File: config.mk
export PLATFORM = sky130hd
export DESIGN_NAME = busca_instrucao_flat
export DESIGN_NICKNAME = d
export VERILOG_FILES = /design/src/rtl/busca_instrucao_if.sv /design/src/rtl/busca_instrucao.sv /design/src/flat_wrapper.sv
export SDC_FILE = /design/constraint.sdc
export NUM_CORES = 1
export LEC_CHECK = 0
export CAP_MARGIN = 30
export CORE_MARGIN = 8
export CORE_UTILIZATION = 41
export DETAILED_ROUTE_END_ITERATION = 16
export PLACE_DENSITY = 0.78
export SYNTH_ARGS = -nofsm -noshare
export SYNTH_HDL_FRONTEND = slang
export SYNTH_SLANG_ARGS = --single-unit
File: constraint.sdc
create_clock -name Clk -period 2 [get_ports Clk]
set_clock_uncertainty 0.2 [all_clocks]
set_input_delay 0.4 -clock Clk [delete_from_list [all_inputs] [get_ports Clk]]
set_output_delay 0.4 -clock Clk [all_outputs]
set_load 0.01 [all_outputs]
File: src/rtl/busca_instrucao_if.sv
// Fetch-stage bus: decode handshake (stall/desvio/alvo), the memory read
// data coming in, and the tagged instruction going out to decode.
// master = the fetch stage, slave = its surroundings (memory + decode).
interface busca_instrucao_if #(
    parameter int LARGURA_END   = 10,
    parameter int LARGURA_INSTR = 32
);
    logic                     stall;
    logic                     desvio;
    logic [LARGURA_END-1:0]   alvo;
    logic [LARGURA_INSTR-1:0] instrucao_mem;
    logic [LARGURA_END-1:0]   endereco;
    logic [LARGURA_INSTR-1:0] instrucao;
    logic [LARGURA_END-1:0]   pc_instrucao;
    logic [LARGURA_END-1:0]   pc_mais1;
    logic                     valida;
    logic                     parado;

    modport master (
        input  stall, desvio, alvo, instrucao_mem,
        output endereco, instrucao, pc_instrucao, pc_mais1, valida, parado
    );

    modport slave (
        output stall, desvio, alvo, instrucao_mem,
        input  endereco, instrucao, pc_instrucao, pc_mais1, valida, parado
    );
endinterface

File: src/rtl/busca_instrucao.sv
// Instruction-fetch stage in front of a memory with a registered 1-cycle
// read. Owns the PC, tags each returned word with the address it came from
// and a valid bit, holds the output on stall and inserts one bubble on a
// branch redirect.
// Optional build macro PARADA_EN: halt fetching after a zero instruction
// word has been presented; only Rst leaves the halted state.
module busca_instrucao #(
    parameter int                     LARGURA_END   = 10,
    parameter int                     LARGURA_INSTR = 32,
    parameter logic [LARGURA_END-1:0] PC_INICIAL    = '0
) (
    input  logic                Clk,
    input  logic                Rst,
    busca_instrucao_if.master   bus
);

    // Address currently presented to the memory, and the address whose data
    // the memory is returning this cycle.
    logic [LARGURA_END-1:0]   pc;
    logic [LARGURA_END-1:0]   pc_ant;
    logic                     val_ant;

    // Copy of the outputs taken on a stall; the memory word read during the
    // stall is thrown away because the same address is re-presented.
    logic                     usa_buf;
    logic [LARGURA_INSTR-1:0] buf_instr;
    logic [LARGURA_END-1:0]   buf_pc;
    logic                     buf_val;

    logic [LARGURA_INSTR-1:0] instr_sel;
    logic [LARGURA_END-1:0]   pc_sel;
    logic                     val_sel;
    logic                     congela;

`ifdef PARADA_EN
    typedef enum logic {BUSCA, PARADO} estado_t;

    estado_t estado;
    estado_t prox_estado;

    // Halt FSM state register
    always_ff @(posedge Clk) begin
        if (Rst) estado <= BUSCA;
        else     estado <= prox_estado;
    end

    // Halt FSM next state: a zero word accepted by decode stops fetching
    always_comb begin
        // NOTE: every variable gets a default before any branch so that no
        // path leaves it unassigned; otherwise a latch would be inferred.
        prox_estado = estado;
        if (estado == BUSCA && bus.valida && bus.instrucao == '0 &&
            !bus.stall && !bus.desvio)
            prox_estado = PARADO;
    end

    // Halt FSM outputs: freeze the datapath and report the halt
    always_comb begin
        congela    = (estado == PARADO);
        bus.parado = congela;
    end
`else
    assign congela    = 1'b0;
    assign bus.parado = 1'b0;
`endif

    // PC, tag pipeline and stall buffer
    // NOTE: sequential state uses non-blocking assignments so every register
    // samples the pre-edge values; blocking ones would make the result depend
    // on statement order and diverge from the synthesized flops.
    always_ff @(posedge Clk) begin
        if (Rst) begin
            pc        <= PC_INICIAL;
            pc_ant    <= PC_INICIAL;
            val_ant   <= 1'b0;
            usa_buf   <= 1'b0;
            buf_instr <= '0;
            buf_pc    <= '0;
            buf_val   <= 1'b0;
        end else if (!congela) begin
            if (bus.desvio) begin
                // Redirect wins over stall; the current output counts as
                // consumed and the next cycle is a bubble.
                pc      <= bus.alvo;
                pc_ant  <= pc;
                val_ant <= 1'b0;
                usa_buf <= 1'b0;
            end else if (bus.stall) begin
                // Hold the address; park the current outputs in the buffer.
                val_ant   <= 1'b1;
                usa_buf   <= 1'b1;
                buf_instr <= instr_sel;
                buf_pc    <= pc_sel;
                buf_val   <= val_sel;
            end else begin
                pc      <= pc + 1'b1;
                pc_ant  <= pc;
                val_ant <= 1'b1;
                usa_buf <= 1'b0;
            end
        end
    end

    // Output source: stall buffer while a stall is being held, memory otherwise
    always_comb begin
        instr_sel = bus.instrucao_mem;
        pc_sel    = pc_ant;
        val_sel   = val_ant;
        if (usa_buf) begin
            instr_sel = buf_instr;
            pc_sel    = buf_pc;
            val_sel   = buf_val;
        end
    end

    assign bus.endereco     = pc;
    assign bus.instrucao    = instr_sel;
    assign bus.pc_instrucao = pc_sel;
    assign bus.pc_mais1     = pc_sel + 1'b1;
    assign bus.valida       = val_sel & ~congela;

endmodule

File: src/flat_wrapper.sv
// flat-port wrapper written by rule: the top's interface ports become plain ports
module busca_instrucao_flat 
#(
    parameter int                     LARGURA_END   = 10,
    parameter int                     LARGURA_INSTR = 32,
    parameter logic [LARGURA_END-1:0] PC_INICIAL    = '0
)
  (Clk, Rst, bus_stall, bus_desvio, bus_alvo, bus_instrucao_mem, bus_endereco, bus_instrucao, bus_pc_instrucao, bus_pc_mais1, bus_valida, bus_parado);
  busca_instrucao_if #(.LARGURA_END(LARGURA_END), .LARGURA_INSTR(LARGURA_INSTR)) bus_i ();
  input  logic Clk;
  input  logic Rst;
  input wire logic [$bits(bus_i.stall)-1:0] bus_stall;
  input wire logic [$bits(bus_i.desvio)-1:0] bus_desvio;
  input wire logic [$bits(bus_i.alvo)-1:0] bus_alvo;
  input wire logic [$bits(bus_i.instrucao_mem)-1:0] bus_instrucao_mem;
  output wire logic [$bits(bus_i.endereco)-1:0] bus_endereco;
  output wire logic [$bits(bus_i.instrucao)-1:0] bus_instrucao;
  output wire logic [$bits(bus_i.pc_instrucao)-1:0] bus_pc_instrucao;
  output wire logic [$bits(bus_i.pc_mais1)-1:0] bus_pc_mais1;
  output wire logic [$bits(bus_i.valida)-1:0] bus_valida;
  output wire logic [$bits(bus_i.parado)-1:0] bus_parado;
  assign bus_i.stall = bus_stall;
  assign bus_i.desvio = bus_desvio;
  assign bus_i.alvo = bus_alvo;
  assign bus_i.instrucao_mem = bus_instrucao_mem;
  assign bus_endereco = bus_i.endereco;
  assign bus_instrucao = bus_i.instrucao;
  assign bus_pc_instrucao = bus_i.pc_instrucao;
  assign bus_pc_mais1 = bus_i.pc_mais1;
  assign bus_valida = bus_i.valida;
  assign bus_parado = bus_i.parado;
  busca_instrucao #(.LARGURA_END(LARGURA_END), .LARGURA_INSTR(LARGURA_INSTR), .PC_INICIAL(PC_INICIAL)) u_core (.Clk(Clk), .Rst(Rst), .bus(bus_i));
endmodule
---- After elaboration in Yosys (flattened, before gate mapping) ----
Cells that the tools add are included.
storage, ports and cells
  flip-flop bits (word level) ............. 65
  output and inout port bits .............. 64
  logic and storage cells ................. 22
  input bits .............................. 46
cells by class
  reductions and logical operators ........ 2
  mux-type cells .......................... 9
  bitwise logic cells ..................... 1
  $add $sub $neg .......................... 2
  equal/unequal tests ..................... 1
operators with widths
  cell                                            count
  2-to-1 mux 10 bit                               5
  2-to-1 mux 32 bit                               1
  adder 10 x 1 -> 10 bit (second input constant)  2
  2-to-1 mux 1 bit                                3
  != test 2 x 1 -> 1 bit (second input constant)  1
  AND reduction 2 bit                             1
  OR reduction 2 bit                              1
  NOT 1 bit                                       1

---- Logic depth before layout (Yosys ltp) ----
  depth after elaboration ................. 3
  depth in mapped cells ................... 7

---- Worst setup path after synthesis ----
Ideal clock, no wire load.
  path kind ............................... register to output
  start ................................... register u_core.usa_buf
  end ..................................... output bus_pc_mais1[2]
  path buffers ............................ 2
  path slack .............................. -0.305 ns
  arrival ................................. 1.705 ns
  cell stages (with the launch flop) ...... 7
  required time ........................... 1.400 ns
  path through ............................ dfxtp_1 buf_2 buf_2 mux2i_1 inv_1 ha_1 xnor2_1
on the way
  longest elaborated chain between the ends .. 2
RTL lines
  what                      line                    RTL
  start: declaration        busca_instrucao.sv:25   logic usa_buf;
  start signal: assignment  busca_instrucao.sv:76   usa_buf <= 1'b0;
  start signal: assignment  busca_instrucao.sv:87   usa_buf <= 1'b0;
  start signal: assignment  busca_instrucao.sv:91   usa_buf <= 1'b1;
  2-to-1 mux 10 bit         busca_instrucao.sv:109  if (usa_buf) begin
  net bus_pc_instrucao[0]   flat_wrapper.sv:18      output wire logic [$bits(bus_i.pc_instrucao)-1:0] bus_pc_instrucao;
  adder 10 x 1 -> 10 bit    busca_instrucao.sv:119  assign bus.pc_mais1 = pc_sel + 1'b1;
  end: declaration          flat_wrapper.sv:19      output wire logic [$bits(bus_i.pc_mais1)-1:0] bus_pc_mais1;
The timed path passes the listed nets, and every way through them passes these cells.

---- Final worst setup path ----
  start ................................... register u_core.usa_buf
  end ..................................... output bus_pc_mais1[7]
on the way
  longest elaborated chain between the ends .. 2
RTL lines
  what                    line
  2-to-1 mux 10 bit       busca_instrucao.sv:109
  adder 10 x 1 -> 10 bit  busca_instrucao.sv:119
Every way passes these cells.

==> impl_results.md <==
* Yosys reg bits at 65
* Yosys top cell area share at 41.2%
* Final Hold Fails at 0
* Routed WL at 10.7 mm
* CTS root buf: clkbuf_8
* Ant diodes at 0
* DR vias/cell at 4.90
* Fin crit period at 2.49 ns
* CTS clock-pin slew for the worst setup and hold paths at 0.07 ns
* Number of remaining DRC errors at 0
* Largest net degree at the start of global routing at 66
* GR Layer Usage met2 at 31.7%
* Non-Filler Instances at 668
* I/O Buffers at about 110
* Via count at 3275
* FF-to-FF path depth at 8
* EDFF count, synth at 0
* Synth unique cells at 33
* Core area at 7610 um2
* Cell Area, Synth at 3160 um2
* Avg WL per Cell at 16.0 um
* Drt pass-1 iters at 4
* DP Worst Slack at -0.497 ns
* Async set-reset flop share out of synthesis at 0%
* Syn Inst Count at 384
* WP data arrival at 1.89 ns
* RSZ-0062 raised after global routing: yes
* RR Endpoint: u_core.buf_instr[29]
* Initial Util at 41.5%
* R2R Setup Slk at approximately 0.14 ns
* Crit-path max FO at 6
* Worst setup SP type: flip-flop
* Crit path to: bus_pc_mais1[7]
* Synthesized area per cell at 8.23 um2
* Hold_ws at 0.290 ns
* Post-detail-place hpwl at 6.14 mm
* Final max-slew violation count at 0
* Hold Path Class: flip-flop to flip-flop
* Die height at 104 um
* Worst vdd ir at 0.000336 V
* Die Wd at slightly above 100 um
* Leakage power total at between 2 and 3 nW
* GPL Wtd Cong at slightly above 0.8
* Syn_nets at 432
* Setup-failing EPs final at 53
* Vias in the first global route at 3332
* Most common cell after layout, fill and taps aside: nor2_1
* Grt total ovfl at 0
* Register area share after synthesis at 41.2%
* CTS Buf Count at 9
* Met1 Use GR at 20.9%
* Area Growth Syn to Fin at 78.7%
* Fin crit share at 125%
* Die ar. at about 11000 um2
* Max Cap Viol at 0
* Antenna violation net count after detailed routing at 0
* TritonCTS clock tree: yes
* Total track usage at 18.1%
* Final core utilization at 74.2%
* Worst path setup slack after routing at -0.491 ns
* Area leader, netlist: dfxtp_1
* RR Startpoint: u_core.usa_buf
* DRT iter0 DRCs at 124
* Cells after DPL at about 610
* Yosys warns at 0
* Clock sink count at 65
* Skew-Pair Late Insertion Delay at 0.34 ns
* Commonest non-fill, non-tap cells in the layout: 90 x nor2_1, 72 x buf_6, 60 x dfxtp_1
* Busiest grt layer: met2
* Area contributors post-synth: dfxtp_1 41%, mux2_2 13%, nor2_1 11%, nor3_1 6.2%, nand2_1 3.3%
* First-pass GRT wire length at 16.3 mm
* Rows at 32
* Layout cells sized above 1 at 40.5%
* Clock Path Buffers at 2
* GRT met3 Usage at 4.34%
* Critical path capture point type: output port
* Critical path type: flip-flop to output port
* PD cells at 604 nW/um2
* Crit. Startpoint: u_core.usa_buf
* Ys flop type: dfxtp_1
* CP required at 1.40 ns
* Maximum clock frequency at 401 MHz
* Setup TNS Final at -16.38 ns
* Final net count at approximately 610
* Status: finished with violations
* Initial antenna violation count at 0
* Failing checks: negative setup slack
* H-tree depth at 3
* Top Ports at 110
routing by layer:
layer	up-vias	routed length (um)
met4	0	202
li1	1633	-
met3	18	540
met5	-	0
met1	1523	4630
met2	101	5340
synth_stat cells, types with 2 or more instances:
cell      count
nand2_1      28
xor2_1        5
clkbuf_1     10
nand2b_1      3
nand3_1       9
a21oi_1      18
nor3_1       39
mux2_2       37
mux2i_1       9
inv_1        11
buf_4         4
buf_2        13
nand3b_1      3
dfxtp_1      65
nand4b_1      2
a211oi_1      6
o21ai_0       4
o21a_1        4
nor2_1       90
ha_1          2
xnor2_1      10
state kept, by name (all words and copies together), names as in the netlist:
name and cells:
u_core.buf_instr 32, u_core.bus.endereco 10, u_core.usa_buf 1, u_core.buf_pc 10, u_core.pc_ant 10, u_core.val_ant 1, u_core.buf_val 1
how the worst min path moves through the flow:
stage / start / endpoint / slack [ns] / cells past startpoint
global placement: u_core.pc_ant[9] / u_core.pc_ant[9] / 0.25 / 2
detailed placement: u_core.pc_ant[9] / u_core.pc_ant[9] / 0.25 / 2
global route: u_core.pc_ant[0] / u_core.pc_ant[0] / 0.31 / 2
CTS: u_core.pc_ant[9] / u_core.pc_ant[9] / 0.26 / 2
floorplan: u_core.pc_ant[9] / u_core.pc_ant[9] / 0.23 / 2
finish: u_core.pc_ant[0] / u_core.pc_ant[0] / 0.29 / 2
report_power, final:
| group | total, mW | internal, mW | switching [mW] |
|---|---|---|---|
| Sequential | 1.44 | 1.38 | 0.0684 |
| Clock | 1.10 | 0.570 | 0.530 |
| Combinational | 0.869 | 0.516 | 0.353 |
critical path, stage by stage (launching register included):
cell and delay, ns:
dfxtp_4 0.37, buf_6 0.12, nand3b_1 0.19, a22oi_2 0.31, buf_4 0.18, nand3_2 0.09
xnor2_2 0.12, buf_2 0.16
cells by family after synthesis:
logic type	after synthesis	share of synthesized area, %
AND/OR/NAND/NOR	179	24.7
flip-flops	65	41.2
multiplexers	46	16.0
buffers and inverters	40	6.02
AO/OA/AOI/OAI	36	7.01
XOR/XNOR	15	4.16
adder cells (fa/ha/maj)	2	0.792
other	1	0.119
what timing repair did:
action,4_1_cts,5_1_grt
pin swaps,5,7
hold buffers,0,0
hold endpoints to repair,0,0
buffers inserted,29,18
endpoints found under the setup margin,55,57
cloned,3,0
resized for setup,321,61
final cells by class:
type | count | area [um2]
multi-input cells | 279 | 1990
repair buffers | 195 | 1990
fillers | 520 | 1960
flip-flops and latches | 65 | 1310
clock buffers | 10 | 128
well taps | 102 | 128
clock inverters | 6 | 58.8
inverters | 11 | 41.3
metrics by stage:
stage | total power, mW | area, um2
after global placement | 2.14 | 4610
after global routing | 3.55 | 5650
final | 3.41 | 5650
after floorplan | 1.79 | 3200
after detailed placement | 2.15 | 4610
after CTS | 3.34 | 5350
(Power assumes the default switching activity.)
